$ cat src/rtl/imm_decode_stage_if.sv
// Handshake bundle between fetch and the immediate-decode stage.
// Upstream carries raw instructions, downstream carries decoded fields.
interface imm_decode_stage_if #(
  parameter int XLEN = 32
);
  logic            in_valid;
  logic            in_ready;
  logic [31:0]     instr;
  logic [XLEN-1:0] pc;
  logic            out_valid;
  logic            out_ready;
  logic [XLEN-1:0] imm;
  logic [2:0]      fmt;
  logic [XLEN-1:0] target;
  logic [XLEN-1:0] pc_out;
  logic            illegal;

  modport master (
    output in_valid,
    input  in_ready,
    output instr,
    output pc,
    input  out_valid,
    output out_ready,
    input  imm,
    input  fmt,
    input  target,
    input  pc_out,
    input  illegal
  );

  modport slave (
    input  in_valid,
    output in_ready,
    input  instr,
    input  pc,
    output out_valid,
    input  out_ready,
    output imm,
    output fmt,
    output target,
    output pc_out,
    output illegal
  );
endinterface

$ cat src/rtl/imm_decode_stage.sv
// Immediate decode stage: extracts and extends the immediate, computes
// pc+imm, and buffers results in a two-entry main/skid register pair.
module imm_decode_stage #(
  parameter int XLEN     = 32,
  parameter bit RV64_OPS = 1'b0
) (
  input logic               clk,
  input logic               rst_n,
  input logic               flush,
  imm_decode_stage_if.slave bus
);

  localparam logic [2:0] F_NONE = 3'd0;
  localparam logic [2:0] F_I    = 3'd1;
  localparam logic [2:0] F_S    = 3'd2;
  localparam logic [2:0] F_B    = 3'd3;
  localparam logic [2:0] F_U    = 3'd4;
  localparam logic [2:0] F_J    = 3'd5;
  localparam logic [2:0] F_CSR  = 3'd6;
  localparam logic [2:0] F_SH   = 3'd7;

  typedef struct packed {
    logic [XLEN-1:0] imm;
    logic [2:0]      fmt;
    logic [XLEN-1:0] target;
    logic [XLEN-1:0] pc;
    logic            ill;
  } ent_t;

  logic [6:0] op;
  logic [2:0] f3;
  logic       is_opi;
  logic       is_w;
  logic       c_r;
  logic       c_i;
  logic       c_s;
  logic       c_b;
  logic       c_u;
  logic       c_j;
  logic       c_z;
  logic       c_sh;
  logic [5:0] shamt;

  logic signed [11:0] i12;
  logic signed [11:0] s12;
  logic signed [12:0] b13;
  logic signed [31:0] u32;
  logic signed [20:0] j21;

  ent_t d;
  ent_t main_q;
  ent_t main_n;
  ent_t skid_q;
  ent_t skid_n;
  logic mv_q;
  logic mv_n;
  logic sf_q;
  logic sf_n;
  logic rdy_q;
  logic acc;
  logic pop;

  assign op = bus.instr[6:0];
  assign f3 = bus.instr[14:12];

  assign is_opi = op == 7'b0010011;
  assign is_w   = RV64_OPS && (op == 7'b0011011);
  assign c_sh   = (is_opi || is_w) && (f3[1:0] == 2'b01);
  assign c_r    = op == 7'b0110011;
  assign c_i    = ((is_opi || is_w) && !c_sh)
               || (op == 7'b0000011)
               || (op == 7'b1100111)
               || ((op == 7'b1110011) && !f3[2]);
  assign c_s    = op == 7'b0100011;
  assign c_b    = op == 7'b1100011;
  assign c_u    = (op == 7'b0110111) || (op == 7'b0010111);
  assign c_j    = op == 7'b1101111;
  assign c_z    = (op == 7'b1110011) && f3[2];

  // Word shifts keep a 5-bit shamt even on RV64.
  assign shamt = (XLEN == 64 && is_opi)
               ? bus.instr[25:20]
               : {1'b0, bus.instr[24:20]};

  assign i12 = bus.instr[31:20];
  assign s12 = {bus.instr[31:25], bus.instr[11:7]};
  assign b13 = {bus.instr[31], bus.instr[7],
                bus.instr[30:25], bus.instr[11:8], 1'b0};
  assign u32 = {bus.instr[31:12], 12'b0};
  assign j21 = {bus.instr[31], bus.instr[19:12],
                bus.instr[20], bus.instr[30:21], 1'b0};

  always_comb begin
    d     = '0;
    d.pc  = bus.pc;
    unique case (1'b1)
      c_r:  d.fmt = F_NONE;
      c_i: begin
        d.fmt = F_I;
        d.imm = XLEN'(i12);
      end
      c_s: begin
        d.fmt = F_S;
        d.imm = XLEN'(s12);
      end
      c_b: begin
        d.fmt = F_B;
        d.imm = XLEN'(b13);
      end
      c_u: begin
        d.fmt = F_U;
        d.imm = XLEN'(u32);
      end
      c_j: begin
        d.fmt = F_J;
        d.imm = XLEN'(j21);
      end
      c_z: begin
        d.fmt = F_CSR;
        d.imm = XLEN'(bus.instr[19:15]);
      end
      c_sh: begin
        d.fmt = F_SH;
        d.imm = XLEN'(shamt);
      end
      default: d.ill = 1'b1;
    endcase
    d.target = bus.pc + d.imm;
  end

  assign acc = bus.in_valid && rdy_q;
  assign pop = mv_q && bus.out_ready;

  always_comb begin
    main_n = main_q;
    skid_n = skid_q;
    mv_n   = mv_q;
    sf_n   = sf_q;
    if (flush) begin
      mv_n = 1'b0;
      sf_n = 1'b0;
    end else if (mv_q && !pop) begin
      if (acc) begin
        skid_n = d;
        sf_n   = 1'b1;
      end
    end else if (mv_q && sf_q) begin
      main_n = skid_q;
      sf_n   = 1'b0;
    end else if (acc) begin
      main_n = d;
      mv_n   = 1'b1;
    end else begin
      mv_n = 1'b0;
    end
  end

  always_ff @(posedge clk or negedge rst_n) begin
    if (!rst_n) begin
      main_q <= '0;
      skid_q <= '0;
      mv_q   <= 1'b0;
      sf_q   <= 1'b0;
      rdy_q  <= 1'b0;
    end else begin
      main_q <= main_n;
      skid_q <= skid_n;
      mv_q   <= mv_n;
      sf_q   <= sf_n;
      rdy_q  <= !sf_n;
    end
  end

  assign bus.in_ready  = rdy_q;
  assign bus.out_valid = mv_q;
  assign bus.imm       = main_q.imm;
  assign bus.fmt       = main_q.fmt;
  assign bus.target    = main_q.target;
  assign bus.pc_out    = main_q.pc;
  assign bus.illegal   = main_q.ill;

endmodule

$ cat src/flat_wrapper.sv
// flat-port wrapper written by rule: the top's interface ports become plain ports
module imm_decode_stage_flat 
#(
  parameter int XLEN     = 32,
  parameter bit RV64_OPS = 1'b0
)
  (clk, rst_n, flush, bus_in_valid, bus_in_ready, bus_instr, bus_pc, bus_out_valid, bus_out_ready, bus_imm, bus_fmt, bus_target, bus_pc_out, bus_illegal);
  imm_decode_stage_if #(.XLEN(XLEN)) bus_i ();
  input logic clk;
  input logic rst_n;
  input logic flush;
  input wire logic [$bits(bus_i.in_valid)-1:0] bus_in_valid;
  output wire logic [$bits(bus_i.in_ready)-1:0] bus_in_ready;
  input wire logic [$bits(bus_i.instr)-1:0] bus_instr;
  input wire logic [$bits(bus_i.pc)-1:0] bus_pc;
  output wire logic [$bits(bus_i.out_valid)-1:0] bus_out_valid;
  input wire logic [$bits(bus_i.out_ready)-1:0] bus_out_ready;
  output wire logic [$bits(bus_i.imm)-1:0] bus_imm;
  output wire logic [$bits(bus_i.fmt)-1:0] bus_fmt;
  output wire logic [$bits(bus_i.target)-1:0] bus_target;
  output wire logic [$bits(bus_i.pc_out)-1:0] bus_pc_out;
  output wire logic [$bits(bus_i.illegal)-1:0] bus_illegal;
  assign bus_i.in_valid = bus_in_valid;
  assign bus_in_ready = bus_i.in_ready;
  assign bus_i.instr = bus_instr;
  assign bus_i.pc = bus_pc;
  assign bus_out_valid = bus_i.out_valid;
  assign bus_i.out_ready = bus_out_ready;
  assign bus_imm = bus_i.imm;
  assign bus_fmt = bus_i.fmt;
  assign bus_target = bus_i.target;
  assign bus_pc_out = bus_i.pc_out;
  assign bus_illegal = bus_i.illegal;
  imm_decode_stage #(.XLEN(XLEN), .RV64_OPS(RV64_OPS)) u_core (.clk(clk), .rst_n(rst_n), .flush(flush), .bus(bus_i));
endmodule
$ cat config.mk
export PLATFORM = sky130hd
export DESIGN_NAME = imm_decode_stage_flat
export DESIGN_NICKNAME = d
export VERILOG_FILES = /design/src/rtl/imm_decode_stage_if.sv /design/src/rtl/imm_decode_stage.sv /design/src/flat_wrapper.sv
export SDC_FILE = /design/constraint.sdc
export NUM_CORES = 1
export LEC_CHECK = 0
export BUFFER_PORTS_ARGS = -buffer_cell sky130_fd_sc_hd__buf_2
export CORE_ASPECT_RATIO = 0.5
export CORE_MARGIN = 2
export CORE_UTILIZATION = 40
export DETAILED_ROUTE_END_ITERATION = 6
export GPL_ROUTABILITY_DRIVEN = 1
export SLEW_MARGIN = 0
export SYNTH_ARGS = -nofsm -noshare
export SYNTH_HDL_FRONTEND = slang
export SYNTH_SLANG_ARGS = --single-unit
$ cat constraint.sdc
create_clock -name clk -period 5.2 [get_ports clk]
set_input_delay 0.52 -clock clk [delete_from_list [all_inputs] [get_ports clk]]
set_output_delay 0.52 -clock clk [all_outputs]
set_load 0.1 [all_outputs]
* Yosys cells after proc, flatten, opt, wreduce, memory -nomap -nowiden
Cells that the tools add are included.
W data, S select, Z words.
** Word-level totals
- Register bits :: 203
- Output and inout bits :: 102
- Logic and storage cells :: 63
** Cells by class
- Add/sub/neg operators :: 1
- Mux-type cells :: 13
- Equality and inequality tests :: 13
- Reductions and logical operators :: 21
- Bitwise operators :: 2
** Operators by type and width (number)
- $pmux W32 S7 :: 1
- $mux W100 :: 2
- $add A32 B32 Y32 :: 1
- $eq A7 B7 Y1 const B :: 4
- $eq A7 B6 Y1 const B :: 3
- $pmux W3 S7 :: 1
- $eq A7 B5 Y1 const B :: 2
- $mux W1 :: 9
- $logic_and A1 B1 Y1 :: 8
- $reduce_or A8 Y1 :: 1
- $eq A7 B2 Y1 const B :: 1
- $reduce_and A3 Y1 :: 2
- $logic_not A1 Y1 :: 4
- $logic_or A1 B1 Y1 :: 4
- $ne A2 B2 Y1 const B :: 2
- $eq A2 B1 Y1 const B :: 1
- $not A1 Y1 :: 2
- $reduce_and A2 Y1 :: 1
- $reduce_bool A2 Y1 :: 1

* Longest topological paths before layout
- Depth after elaboration :: 11
- Gate-level depth with buffers :: 19

* Worst setup path before layout
Ideal clock, no wire load.
- Path kind :: input port to flip-flop
- Start point :: in bus_instr[6]
- End point :: reg u_core.main_q, in the netlist u_core.bus.target[31]
- Required time :: 5.108 ns
- Data arrival time :: 3.811 ns
- Slack :: 1.297 ns
- Stages on the path :: 17
- Setup time :: 0.092 ns
- Path through :: and3b_1 a22o_1 a22o_1 and2_1 clkbuf_1 a21oi_1 inv_1 ha_1 clkbuf_1 nand2_1 nor3_1 nand3_1 a211o_1 a21o_1 a211o_1 and4b_1 o31ai_2
** RTL lines
- from (decl) :: RTL line flat_wrapper.sv:14 : input wire logic [$bits(bus_i.instr)-1:0] bus_instr;
- to (signal assigned) :: RTL line imm_decode_stage.sv:166 : main_q <= main_n;
- to (decl) :: RTL line imm_decode_stage.sv:51 : ent_t main_q;

==> run metrics <==
wl on met1=15.99 mm; via count=9459; Die X=roughly 230 µm; DR WL/cell=18.94 µm; Hold Path Class=in -> async; post-layout instance area=0.01223 mm²; FILL cells=2452; EDFF count, synth=0; Avg Inst Size Synth=~8.4 µm²; RSZ-0062 raised after global routing=no; Top Metal Used=met4; Max Slew Vio Count=0; Reg area=between 0.005 and 0.006 mm²; Top FF cell, synth=dfrtp_1; CP Max Fanout=11; dpl cell area=0.01160 mm²; core area=0.02550 mm²; fraction of layout cells with a size suffix above 1=0.1679; # hold bufs at CTS=0; routed vias/inst=around 5.5; worst r2r path cells=5; CP max-delay cell=and2_1; Starting Density=0.4120; clock-pin slew on the worst setup and hold paths=around 60 ps; CP peak stage delay=430 ps; period utilisation layout=0.8656; overall power=5072 µW; Detail Route Antenna Nets=0; critical path class=in -> reg; FMAX=approximately 220 MHz; largest net degree at the start of global routing=120; Routed WL=approximately 33 mm; Area growth syn-to-layout=16.46%; Starting DRT DRC Count=980; pwr dens=414.6 mW/mm²; Netlist Area Pre-Place=0.01050 mm²; Worst EP arrival=4910 ps; port bufs=170; worst-path cell chain=buf_2 > and3b_1 > a22o_1 > a22o_1 > nand2b_1 > and2_1 > a21oi_1 > inv_1 > ha_1 > nand2_1 > nor3_1 > nand3_1 > a211o_1 > a21o_1 > a211o_1 > and4b_1 > o31ai_2; CTS buffer count=20; area of the multi-input gates=0.005019 mm²; Min Hold Slack=109.1 ps; # nets final=1471; CTS tree=done; count of unique library cells instantiated by Yosys=56; router iterations before antenna repair=5; Placed Cells=1692; Peak VDD IR=0.1842 mV; total gr overflow=0; antenna fix cells=0; Leakage Power=~0.0062 µW; htree depth=1; Die H=118.6 µm; GPL Wtd Cong=0.9170; register area share after synthesis=0.4836; post-synthesis async set-or-reset flop share=1.000; status=finished, final reports clean; metal3 WL=2.188 mm; Post-Syn Instances=1245; first-pass GRT wire length=50.69 mm; measured slew at the worst slew-check pin=~1200 ps; # rows=between 40 and 50; initial antenna violation count=1; I/O pin count=171; post-CTS setup buffer count=0; Ys Warns=0; vias in the first global route=8764; CTS Buffer Depth=3; Die Area=0.02765 mm²; Setup TNS=0 ps; post-synth net total=1346; Slew Limit Headroom=0.1899; post_cts resized=0; DR WL met2=between 10 and 15 mm; final setup violating endpoints=0; clock sink total=just over 200; count of state elements after synthesis=203; Clk Latency, worst-skew pair=500 ps; Crit path required time=~5600 ps; Fin Clk Skew=8.516 ps; Total GRT Usage=0.2356; DP HPWL=23.02 mm; fin cells=1726; CP Launch Type=input pin; max-cap viol count=0; DRC Markers=0; Final min period=4501 ps; endpoint type of the worst setup path=flop; Fin. Hold Viols=0; Root Driver=clkbuf_16
## worst max-delay path, delay by kind of cell
family          cells  cell delay (ps)
compound gates      7             1860
simple gates        7             1890
fa+ha+maj           1              360
buf+inv             2              270
## state kept, by name, indices dropped and copies added, names as in the netlist
signal and flops:
u_core.bus.imm 32, u_core.bus.in_ready 1, u_core.bus.out_valid 1, u_core.bus.fmt 3
u_core.bus.pc_out 32, u_core.bus.illegal 1, u_core.skid_q 100, u_core.sf_q 1
u_core.bus.target 32
## kinds of logic after synthesis
| kind of cell | count (synthesis) | synth area share |
|---|---|---|
| fa+ha+maj | 32 | 0.03883 |
| mux | 11 | 0.01144 |
| flops | 203 | 0.4836 |
| simple gates | 529 | 0.2098 |
| xor+xnor | 26 | 0.02347 |
| compound gates | 330 | 0.1915 |
| buf+inv | 114 | 0.04133 |
## power breakdown
part	switching, µW	internal (µW)	leakage (µW)
sequential	155	1850	0.00255
combinational	1340	290	0.00334
clock	629	815	0.000311
total	2120	2950	0.00621
## per-layer routing
layer  global-route usage  up-vias
li1                     -     4510
met1               0.3674     4605
met2               0.3405      302
met3              0.03547       42
met4              0.05215        0
met5                    0        -
## cell type report
| cell class | instances | share of cell area |
|---|---|---|
| Clock buffer | 26 | 0.04613 |
| Clock inverter | 8 | 0.005728 |
| Inverter | 38 | 0.01166 |
| Multi-Input combinational cell | 928 | 0.4102 |
| Sequential cell | 203 | 0.4153 |
| Tap cell | 344 | 0.03518 |
| Timing Repair Buffer | 179 | 0.07579 |
## cell usage in the layout (no fill, tap or decap), types with 21 or more instances in the layout
cell,synthesis,routed
buf_2,5,169
clkbuf_16,0,21
ha_1,31,31
a21o_1,24,24
nand2_1,321,320
nand3_1,22,22
a21oi_1,84,84
a31oi_1,59,59
dfrtp_1,203,203
nor2_1,110,110
o21ai_0,96,96
inv_1,38,38
## worst paths after layout
path                       slack, ps                  from                    end
setup / recovery                 700          bus_instr[4]  u_core.bus.target[31]
hold / removal                   110                 rst_n     u_core.bus.imm[12]
setup reg to reg                2330  u_core.bus.out_valid  u_core.bus.target[31]
hold reg to reg                  470    u_core.bus.imm[27]     u_core.bus.imm[27]
max in group asynchronous       3890                 rst_n   u_core.bus.pc_out[4]
min in group clk                 270            bus_pc[27]      u_core.skid_q[28]
## per-stage QoR
step	util	setup slack [ps]
6_report	0.4798	699.1
5_1_grt	0.4798	411.8
2_1_floorplan	-	1297
3_3_place_gp	0.4549	303.6
4_1_cts	0.4798	773.0
3_5_place_dp	0.4549	255.0
## cell usage after synthesis (5+ instances only)
master | count | area [µm²]
and2_1 | 10 | 62.56
a21o_1 | 24 | 180.2
nand2b_1 | 6 | 37.54
clkbuf_1 | 63 | 236.5
nand3_1 | 22 | 110.1
xor2_1 | 12 | 105.1
buf_1 | 8 | 30.03
a31oi_1 | 59 | 369.1
inv_1 | 38 | 142.6
o21a_1 | 7 | 52.55
ha_1 | 31 | 387.9
dfrtp_1 | 203 | 5080
buf_2 | 5 | 25.02
nor3_1 | 17 | 85.08
a211oi_1 | 19 | 142.6
and3_1 | 20 | 125.1
o21ai_0 | 96 | 480.5
nor2_1 | 110 | 412.9
nand2_1 | 321 | 1205
a211o_1 | 5 | 43.79
xnor2_1 | 13 | 113.9
a21oi_1 | 84 | 420.4
mux2_2 | 8 | 90.09
Power figures use the tool's default switching activity.
